[src/rtl/stereo_i2c_cfg_scheduler.sv]
// rtl/stereo_i2c_cfg_scheduler.sv - round-robin I2C register loader for the left/right MT9V034 LUTs
module stereo_i2c_cfg_scheduler #(
  parameter logic [7:0]  DEV_ADDR_L    = 8'h90,
  parameter logic [7:0]  DEV_ADDR_R    = 8'h98,
  parameter int unsigned POWERUP_DELAY = 1000000,
  parameter int unsigned MAX_RETRY     = 3,
  parameter int unsigned RETRY_GAP     = 10000
) (
  input  logic        clk_ref,
  input  logic        rst_n,
  input  logic        cfg_start,
  output logic        lut_sel,
  output logic [7:0]  lut_index,
  input  logic [23:0] lut_data,
  input  logic [7:0]  lut_size_l,
  input  logic [7:0]  lut_size_r,
  output logic        txn_req,
  output logic [7:0]  txn_dev,
  output logic [7:0]  txn_reg,
  output logic [15:0] txn_wdata,
  input  logic        txn_done,
  input  logic        txn_nack,
  output logic        cfg_done_l,
  output logic        cfg_done_r,
  output logic        cfg_done,
  output logic [1:0]  cfg_err
);

  typedef enum logic [2:0] {S_PWRUP, S_ARB, S_LOAD, S_ISSUE, S_GAP, S_DONE} state_t;

  localparam logic [31:0] PWR_LAST   = 32'(POWERUP_DELAY);
  localparam logic [31:0] GAP_LAST   = 32'(RETRY_GAP - 1);
  localparam logic [7:0]  RETRY_LAST = 8'(MAX_RETRY - 1);

  state_t      state, state_next;
  logic [31:0] dly_cnt;
  logic [7:0]  idx_l, idx_r, retry;
  logic        err_l, err_r, rr, pend_restart;
  logic        pend_l, pend_r, pick, do_restart;

  // rr holds the side that wins when both LUTs still have entries
  always_comb begin
    pend_l     = (idx_l < lut_size_l) & ~err_l;
    pend_r     = (idx_r < lut_size_r) & ~err_r;
    pick       = (pend_l & pend_r) ? rr : pend_r;
    do_restart = 1'b0;
    case (state)
      S_PWRUP, S_ARB, S_DONE: do_restart = cfg_start;
      S_LOAD, S_GAP:          do_restart = cfg_start | pend_restart;
      S_ISSUE:                do_restart = (cfg_start | pend_restart) & txn_done;
      default:                do_restart = 1'b0;
    endcase
  end

  always_ff @(posedge clk_ref or negedge rst_n) begin
    if (!rst_n) state <= S_PWRUP;
    else        state <= state_next;
  end

  always_comb begin
    state_next = state;
    if (do_restart) begin
      state_next = S_PWRUP;
    end else begin
      case (state)
        S_PWRUP: if (dly_cnt == PWR_LAST) state_next = S_ARB;
        S_ARB:   state_next = (pend_l | pend_r) ? S_LOAD : S_DONE;
        S_LOAD:  state_next = S_ISSUE;
        S_ISSUE: if (txn_done) state_next = (txn_nack && retry != RETRY_LAST) ? S_GAP : S_ARB;
        S_GAP:   if (dly_cnt == GAP_LAST) state_next = S_ISSUE;
        default: state_next = state;
      endcase
    end
  end

  always_comb begin
    txn_req  = (state == S_ISSUE);
    cfg_done = cfg_done_l & cfg_done_r;
    cfg_err  = {err_r, err_l};
  end

  always_ff @(posedge clk_ref or negedge rst_n) begin
    if (!rst_n) begin
      dly_cnt      <= '0;
      idx_l        <= '0;
      idx_r        <= '0;
      retry        <= '0;
      err_l        <= 1'b0;
      err_r        <= 1'b0;
      rr           <= 1'b0;
      pend_restart <= 1'b0;
      cfg_done_l   <= 1'b0;
      cfg_done_r   <= 1'b0;
      lut_sel      <= 1'b0;
      lut_index    <= '0;
      txn_dev      <= '0;
      txn_reg      <= '0;
      txn_wdata    <= '0;
    end else if (do_restart) begin
      dly_cnt      <= '0;
      idx_l        <= '0;
      idx_r        <= '0;
      retry        <= '0;
      err_l        <= 1'b0;
      err_r        <= 1'b0;
      rr           <= 1'b0;
      pend_restart <= 1'b0;
      cfg_done_l   <= 1'b0;
      cfg_done_r   <= 1'b0;
    end else begin
      if (state_next != state)                    dly_cnt <= '0;
      else if (state == S_PWRUP || state == S_GAP) dly_cnt <= dly_cnt + 32'd1;
      // a running bus transfer is never cut short; the restart waits for txn_done
      if (state == S_ISSUE && cfg_start) pend_restart <= 1'b1;
      if (state != S_PWRUP) begin
        cfg_done_l <= (idx_l == lut_size_l) | err_l;
        cfg_done_r <= (idx_r == lut_size_r) | err_r;
      end
      case (state)
        S_ARB: if (pend_l | pend_r) begin
          lut_sel   <= pick;
          lut_index <= pick ? idx_r : idx_l;
        end
        S_LOAD: begin
          txn_dev   <= lut_sel ? DEV_ADDR_R : DEV_ADDR_L;
          txn_reg   <= lut_data[23:16];
          txn_wdata <= lut_data[15:0];
        end
        S_ISSUE: if (txn_done) begin
          if (!txn_nack) begin
            if (lut_sel) idx_r <= idx_r + 8'd1;
            else         idx_l <= idx_l + 8'd1;
            retry <= '0;
            rr    <= ~lut_sel;
          end else if (retry != RETRY_LAST) begin
            retry <= retry + 8'd1;
          end else begin
            if (lut_sel) err_r <= 1'b1;
            else         err_l <= 1'b1;
            retry <= '0;
          end
        end
        default: ;
      endcase
    end
  end

endmodule

[config.mk]
export PLATFORM = sky130hd
export DESIGN_NAME = stereo_i2c_cfg_scheduler
export DESIGN_NICKNAME = d
export VERILOG_FILES = /design/src/rtl/stereo_i2c_cfg_scheduler.sv
export SDC_FILE = /design/constraint.sdc
export NUM_CORES = 1
export LEC_CHECK = 0
export BUFFER_PORTS_ARGS = -buffer_cell sky130_fd_sc_hd__buf_4
export CORE_UTILIZATION = 56
export CTS_CLUSTER_SIZE = 40
export DETAILED_ROUTE_END_ITERATION = 6
export HOLD_SLACK_MARGIN = 0.1
export PLACE_DENSITY_LB_ADDON = 0.1
export SKIP_CTS_REPAIR_TIMING = 1
export SYNTH_ARGS = -nofsm -noshare
export SYNTH_HDL_FRONTEND = slang
export SYNTH_SLANG_ARGS = --single-unit
[constraint.sdc]
create_clock -name clk_ref -period 3.47 [get_ports clk_ref]
set_input_delay 0.347 -clock clk_ref [delete_from_list [all_inputs] [get_ports clk_ref]]
set_output_delay 0.347 -clock clk_ref [all_outputs]
set_load 0.05 [all_outputs]
==> results of run 1 <==
==> cell families (layout without fill, tap and decap cells) <==
logic type                 after synthesis  in the layout  share of synthesized area
adders and majority gates               22             22                     0.0518
muxes                                   38             38                     0.0784
buffers and inverters                   50            138                     0.0440
other                                    1              5                   0.000705
and+or+nand+nor                        223            223                      0.216
xor gates and xnor gates                46             46                     0.0758
DFF                                    100            100                      0.471
AOI/OAI and AO/OA                       56             56                     0.0624
==> critical path, cell delays in order, from the launching register on <==
cell and delay, ns:
dfrtp_1 0.43, or4_1 0.52, or4_4 0.51, or4_4 0.56
a221oi_2 0.30, o21ai_2 0.16, mux2_4 0.49, nor3_1 0.23
==> cells in the final DEF (no fill, tap or decap), types with 2 or more instances in the layout <==
master	count
and4_1	4
clkinvlp_4	2
nand4_1	19
inv_1	24
o21a_1	2
and3_1	10
a211oi_1	3
nor3_2	10
mux2i_1	12
o21ai_0	21
nor4_1	7
nand2_1	45
nor3_1	28
nor2b_1	5
buf_4	98
dfrtp_1	100
conb_1	5
clkbuf_8	9
a21oi_1	19
nor2_1	57
or4_4	2
nor3b_1	2
xor2_1	37
clkinv_4	2
nand2b_1	4
ha_1	22
and2_1	7
o31ai_1	2
mux2_2	25
nand3_1	17
inv_6	3
xnor2_1	9
or3_1	2
o211ai_1	2
==> power by group through the flow <==
stage	combinational (mW)	clock [mW]	sequential, mW
final	0.123	0.697	1.17
after global routing	0.138	0.771	1.17
after CTS	0.125	0.713	1.17
after detailed placement	0.125	0	1.19
after global placement	0.121	0	1.19
after floorplan	0.0554	0	1.19
==> path summary, 6_finish.rpt <==
kind	depth (start not counted)	end	slack, ns	startpoint
hold reg to reg	2	lut_index[3]	0.50	lut_index[3]
setup reg to reg	7	dly_cnt[18]	0.17	dly_cnt[26]
setup / recovery	7	dly_cnt[18]	0.17	dly_cnt[26]
min in group clk_ref	2	txn_wdata[15]	0.20	lut_data[15]
max in group asynchronous	2	dly_cnt[31]	2.48	rst_n
hold / removal	1	lut_index[0]	0.15	rst_n
==> routing by layer <==
layer  part of all wire  vias up  wire length [µm]
met3              0.052       10               586
met1               0.47     1994              5220
met2               0.47      105              5250
met5                  0        -                 0
li1                   -     2018                 -
met4             0.0093        0               104
==> through the flow <==
stage,setup slack (ns),area [µm²],hold slack (ns),total power [mW]
detailed placement,0.178,6070,0.476,1.32
finish,0.171,6250,0.148,1.99
floorplan,0.304,5330,0.0514,1.25
CTS,0.152,6250,0.194,2.01
global route,0.0228,6250,0.182,2.08
global placement,0.264,6070,0.467,1.32
==> cell type report <==
class / instances / area (µm²)
fill: 716 / 2950
multi-input combinational: 390 / 2600
sequential: 100 / 2500
timing repair buffer: 98 / 736
tap: 111 / 139
clock buffer: 9 / 124
inverter: 24 / 90.1
clock inverter: 7 / 58.8
==> flow_summary.yaml, run 1 <==
detailed_routing:
  ant_nets: 0
  viasPerCell: 5.58
  drc_errors: 0
  wirelength_um: 11200
  dr.pass1.iters: 5
  num_vias: 4127
  routedWlPerCell_um: 15.1
  dr.first_iter.drc_count: 173
layout:
  drive_above_1_share: 0.248
  area_growth_pct: 17.6
  top_register: "dly_cnt"
  antenna_cells: 0
  final_cells: 739
  largest_reg_flops: 32
  top_regs: "dly_cnt (32), txn_wdata (16)"
  post-route-util: 0.680
  layout.nets: 690
logic_synthesis:
  netlist-cell-type-count: 46
  syn_avg_cell_area_um2: 9.92
  synthArstFlopShare: 1.00
  ys_seq_area_frac: 0.471
  synth_edf_count: 0
  synth_common_cells: "100 x dfrtp_1, 57 x nor2_1, 45 x nand2_1, 37 x xor2_1, 28 x nor3_1"
  ys_ff_latch: 100
  yosys.area.top_type: "dfrtp_1"
  ys_warn_count: 0
  synthFlopType: "dfrtp_1"
  yosysMostFrequentCell: "dfrtp_1"
  syn_inst: 536
  yosysTopAreaCellShare: 0.471
  synth_area_leaders: "dfrtp_1 47%, xor2_1 6.1%, mux2_2 5.3%"
  syn_area_um2: 5320
timing:
  fin_worst_skew_ns: 0.0124
  finalCritPeriodShare: 0.951
  fmax_mhz: 303
  fin_crit_ns: 3.30
  tightest_slew_ns: 1.04
  setup_viol: 0
  hold_violations: 0
  drv_slew: 0
  relSlewSlack: 0.308
  grt_setup_unrepaired: "no"
  tns_ns: 0
global_routing:
  grtUsageMet1: 0.338
  antenna_found_initial: 0
  grt_max_degree: 86
  grt_pass1_wl_um: 19100
  grt_util_all_layers: 0.243
  grt.busiest_layer: "met2"
  grt_pass1_vias: 4077
  use_met3: 0.0562
  met2_usage: 0.390
  grt-ovfl-total: 0
floorplanning:
  die_area_um2: 9890
  die_x_um: 99.4
  die_h_um: 99.4
  placementRows: 35
  start_util: 0.578
  core_area_um2: 9200
  io_pins: 92
cts:
  cts_tree: "done"
  clock_latency_ns: 0.36
  cts_num_sinks: 100
  clock_path_buffers: 2
  cts-buffers-inserted: 9
  cts_max_level: 3
  cts_root_buf: "clkbuf_8"
  cts.clk_slew.worst_paths_ns: 0.10
setup_path:
  crit_required_ns: 3.75
  path_class: "flop to flop"
  crit_path_end_kind: "flop"
  cp_data_arrival_time_ns: 3.58
  start_kind: "flop"
  path_max_fanout: 29
power_and_ir_drop:
  switching_power_mw: 0.503
  p_int_mw: 1.49
  vdd_drop_max_v: 0.000245
  switching_share: 0.253
  pwr-share-comb: 0.062
  power_frac_clock: 0.350
  p_seq_frac: 0.588
  powerDensity_nw_per_um2: 318
  cellLeakagePower_nw: 3.09
job:
  max-cap-violations: 0
place:
  dp_hpwl_um: 8130
  gp_congestion: 0.834
  dp.cells: 723
  portBuffers: 86
run_status:
  status: "finished, final reports clean"
min_path:
  hold_class: "input pin to async pin"
No activity file was read; power rests on OpenSTA's default activity.
==> inputs of run 2 (changes only) <==
BUFFER_PORTS_ARGS = unset   (was -buffer_cell sky130_fd_sc_hd__buf_4)
CORE_UTILIZATION = 60   (was 56)
DONT_BUFFER_PORTS = 1   (was unset)
==> run 2 against run 1 <==
Against the previous run:
- register-to-register slack barely moved
- sequential power barely moved
- hold slack got worse by 0.026 ns
- first-iteration DRC count rose by 40%
- die area fell by 6.5%
- worst setup slack improved by 0.0013 ns
- clock power rose by 20%
- global-route usage rose by 1.7 points
- largest cell class unchanged
- clock-buffer cell count did not move
- via count fell by 5.5%
==> flow_summary.yaml, run 2 (synthesis results as in run 1) <==
run_status:
  status: "finished, final reports clean"
setup_path:
  r2r_cells: 7
  r2r-start: "dly_cnt[26]"
  cp.buffers_inverters: 0
  cpMostUsedCell: "or4_4"
  cp_data_arrival_time_ns: 3.58
  critPathTopFamily: "simple AND/OR/NAND/NOR gates"
  start_kind: "flop"
  slowest_delay_ns: 0.56
  crit_path_end_kind: "flop"
  path_class: "flop to flop"
  path_max_fanout: 14
  worstPathCellList: "or4_1, or4_4, or4_4, a221oi_2, o21ai_2, mux2_2, nor3_1"
  r2r_end: "dly_cnt[6]"
  r2r_slack_ns: 0.17
  cp_slowest_cell: "or4_4"
  crit_required_ns: 3.76
detailed_routing:
  ant_nets: 0
  dr.pass1.iters: 4
  viasPerCell: 6.00
  wirelength_um: 11100
  num_vias: 3902
  dr.first_iter.drc_count: 243
  drc_errors: 0
  routedWlPerCell_um: 17.0
layout:
  antenna_cells: 0
  n_fill_cell: 657
  final_cells: 650
  final_common_cell: "dfrtp_1"
  final_cell_mix: "100 x dfrtp_1, 57 x nor2_1, 45 x nand2_1, 37 x xor2_1, 28 x nor3_1"
  layout.nets: 607
  largest_reg_flops: 32
  top_register: "dly_cnt"
  multi_input_area_um2: 2610
  seq_area_um2: 2500
  drive_above_1_share: 0.132
  top_regs: "dly_cnt (32), txn_wdata (16)"
  area_growth_pct: 7.08
timing:
  fin_worst_skew_ns: 0.0158
  fmax_mhz: 303
  hold_violations: 0
  fin_crit_ns: 3.30
  setup_viol: 0
  finalCritPeriodShare: 0.950
  tightest_slew_ns: 0.902
  drv_slew: 0
  relSlewSlack: 0.399
  grt_setup_unrepaired: "no"
  tns_ns: 0
power_and_ir_drop:
  pwr-share-comb: 0.042
  p_int_mw: 1.61
  vdd_drop_max_v: 0.000242
  switching_power_mw: 0.491
  cellLeakagePower_nw: 2.70
  power_frac_clock: 0.400
  powerDensity_nw_per_um2: 369
  switching_share: 0.234
  p_seq_frac: 0.558
global_routing:
  grt_util_all_layers: 0.260
  antenna_found_initial: 0
  grt-ovfl-total: 0
  grt_pass1_vias: 3886
  grt_max_degree: 101
  grt_pass1_wl_um: 18300
place:
  dp_hpwl_um: 7650
  dp.cells: 631
  portBuffers: 0
  gp_congestion: 0.820
cts:
  clock_latency_ns: 0.37
  cts_max_level: 3
  cts_num_sinks: 100
  cts.clk_slew.worst_paths_ns: 0.10
  cts_root_buf: "clkbuf_8"
  cts_tree: "done"
  clock_path_buffers: 2
  cts-buffers-inserted: 9
job:
  max-cap-violations: 0
floorplanning:
  placementRows: 33
  start_util: 0.634
  io_pins: 92
  die_x_um: 96.1
  die_area_um2: 9240
  core_area_um2: 8380
  die_h_um: 96.1
min_path:
  hold_depth: 1
  hold_class: "input pin to flop"
  hold_path_end: "txn_reg[2]"
  worstHoldStart: "lut_data[18]"
run 2: cell count changes in the layout (fill, tap and decap cells not counted), sizes merged:
cell	previous run	this run
buf	98	13
bufinv	0	2
clkinv	2	1
clkinvlp	2	1
dlygate4sd3	0	1
mux2	26	27
run 2: metal layers:
layer | GRT usage | wire length, µm
met3 | 0.0450 | 625
met2 | 0.407 | 5180
met5 | 0 | 0
met1 | 0.362 | 5060
met4 | 0.0945 | 210
run 2: per-stage QoR:
| stage | power, mW | hold slack, ns | cell area (µm²) | util | setup slack, ns |
|---|---|---|---|---|---|
| global placement | 1.25 | 0.0531 | 5420 | 0.646 | 0.258 |
| finish | 2.10 | 0.122 | 5690 | 0.679 | 0.172 |
| CTS | 2.09 | -0.356 | 5640 | 0.673 | 0.115 |
| detailed placement | 1.26 | 0.0532 | 5420 | 0.646 | 0.134 |
| floorplan | 1.25 | 0.0514 | 5330 | - | 0.304 |
| global route | 2.18 | 0.109 | 5690 | 0.679 | 0.0662 |
run 2: power by group through the flow:
stage / Sequential, mW / Clock (mW) / Combinational (mW)
final: 1.17 / 0.839 / 0.0879
after global routing: 1.17 / 0.909 / 0.101
after CTS: 1.17 / 0.859 / 0.0625
after detailed placement: 1.19 / 0 / 0.0622
after global placement: 1.19 / 0 / 0.0599
after floorplan: 1.19 / 0 / 0.0554
run 2: final cells by class:
cell class,instances,share of cell area
Inverter,24,0.0158
Multi-Input combinational cell,391,0.459
Clock inverter,7,0.0185
Sequential cell,100,0.440
Clock buffer,9,0.0218
Timing Repair Buffer,14,0.0224
Tap cell,105,0.0231
run 2: worst max path at each step:
stage / start / endpoint / slack (ns) / cells after the start
global placement: dly_cnt[26] / dly_cnt[14] / 0.26 / 7
floorplan: dly_cnt[26] / dly_cnt[25] / 0.30 / 9
finish: dly_cnt[26] / dly_cnt[6] / 0.17 / 7
detailed placement: dly_cnt[26] / dly_cnt[10] / 0.13 / 7
CTS: dly_cnt[26] / dly_cnt[7] / 0.12 / 7
global route: dly_cnt[26] / dly_cnt[4] / 0.07 / 7
==> inputs of run 3 (changes only) <==
RECOVER_POWER = 50   (was unset)
TNS_END_PERCENT = 50   (was unset)
==> run 3 against run 2 <==
Against the previous run:
- the flow now finishes with violations (max-capacitance violations, max-slew violations)
- global-route usage is the same
- die area is the same
- combinational power shrank 3.9%
- final cell count is the same
- critical path depth is the same
- worst setup slack lost 0.0036 ns
- sequential power is essentially flat
- cell area shrank 0.40%
- via count is the same
- non-clock buffer count is the same
- utilization shrank 0.27 points
- critical path type unchanged
==> flow_summary.yaml, run 3 (synthesis results as in run 1) <==
job:
  max-cap-violations: 1
floorplanning:
  io_pins: 92
  start_util: 0.634
  die_h_um: 96.1
  die_area_um2: 9240
  core_area_um2: 8380
  die_x_um: 96.1
  placementRows: 33
cts:
  cts_tree: "done"
  cts.clk_slew.worst_paths_ns: 0.10
  cts_root_buf: "clkbuf_8"
  cts-buffers-inserted: 9
  cts_num_sinks: 100
  cts_max_level: 3
  clock_latency_ns: 0.37
  clock_path_buffers: 2
global_routing:
  grt_pass1_vias: 3886
  grt-ovfl-total: 0
  antenna_found_initial: 0
  grt_max_degree: 101
  grt_util_all_layers: 0.260
  grt_pass1_wl_um: 18300
timing:
  drv_slew: 101
  holdWs_ns: 0.122
  tns_ns: 0
  relSlewSlack: -0.589
  fmax_mhz: 303
  hold_violations: 0
  fin_worst_skew_ns: 0.0161
  setup_viol: 0
  finalCritPeriodShare: 0.951
  fin_crit_ns: 3.30
  tightest_slew_ns: 2.38
  grt_setup_unrepaired: "no"
layout:
  seq_area_um2: 2500
  antenna_cells: 0
  drive_above_1_share: 0.132
  top_register: "dly_cnt"
  final_cell_mix: "100 x dfrtp_1, 57 x nor2_1, 45 x nand2_1, 37 x xor2_1, 28 x nor3_1"
  final_common_cell: "dfrtp_1"
  layout.nets: 607
  multi_input_area_um2: 2610
  area_growth_pct: 6.66
  n_fill_cell: 660
  post-route-util: 0.677
  top_regs: "dly_cnt (32), txn_wdata (16)"
  final_cells: 650
  largest_reg_flops: 32
setup_path:
  path_class: "flop to flop"
  crit_start: "dly_cnt[26]"
  r2r_end: "dly_cnt[6]"
  crit_required_ns: 3.76
  r2r_cells: 7
  start_kind: "flop"
  critPathCapture: "dly_cnt[6]"
  crit_path_end_kind: "flop"
  cp_data_arrival_time_ns: 3.59
  path_max_fanout: 14
  r2r-start: "dly_cnt[26]"
  r2r_slack_ns: 0.17
run_status:
  status: "finished, violations left"
  violations: "max-capacitance violations, max-slew violations"
detailed_routing:
  wl_met2_um: 5160
  viasPerCell: 6.00
  dr.pass1.iters: 4
  met1_length_um: 5080
  dr_wl_met3_um: 618
  routedWlPerCell_um: 17.0
  routed.top_layer: "met4"
  wirelength_um: 11100
  drc_errors: 0
  num_vias: 3902
  dr.first_iter.drc_count: 242
  ant_nets: 0
power_and_ir_drop:
  powerDensity_nw_per_um2: 370
  cellLeakagePower_nw: 2.69
  vdd_drop_max_v: 0.000242
place:
  dp.cells: 631
  dp_hpwl_um: 7650
  gp_congestion: 0.820
  portBuffers: 0
min_path:
  hold_class: "input pin to flop"
  worstHoldStart: "lut_data[18]"
  hold_depth: 1
run 3: cell types whose count changed in the layout (fill, tap and decap cells not counted), sizes merged:
cell	before	now
buf	13	12
clkbuf	9	10
run 3: through the flow:
stage               total power [mW]  worst slack, ns  cell area [µm²]
floorplan                       1.25            0.304             5330
global placement                1.25            0.258             5420
detailed placement              1.26            0.134             5420
CTS                             2.09            0.115             5640
global route                    2.18           0.0662             5670
finish                          2.10            0.169             5670
run 3: worst max-delay path, stage by stage, from the launching register on:
cell and delay (ns):
dfrtp_1 0.43, or4_1 0.53, or4_4 0.52, or4_4 0.56
a221oi_2 0.31, o21ai_2 0.18, mux2_2 0.48, nor3_1 0.21
run 3: final cells by class:
cell class,count,share of cell area
Multi-Input combinational cell,391,0.461
Timing Repair Buffer,14,0.0185
Clock buffer,9,0.0218
Clock inverter,7,0.0185
Inverter,24,0.0159
Sequential cell,100,0.441
Tap cell,105,0.0232
run 3: how the worst min path moves through the flow:
stage / to
floorplan: cfg_done_l
global placement: lut_index[0]
detailed placement: lut_index[0]
CTS: lut_index[0]
global route: txn_wdata[15]
finish: txn_reg[2]
run 3: report_power, final:
part / switching [mW] / internal (mW)
Combinational: 0.0650 / 0.0195
Sequential: 0.00407 / 1.17
Clock: 0.422 / 0.417
run 3: metal layers:
layer  up-vias  track usage
li1       1859            -
met1      1905        0.362
met2       122        0.407
met3        16       0.0450
met4         0       0.0945
met5         -            0
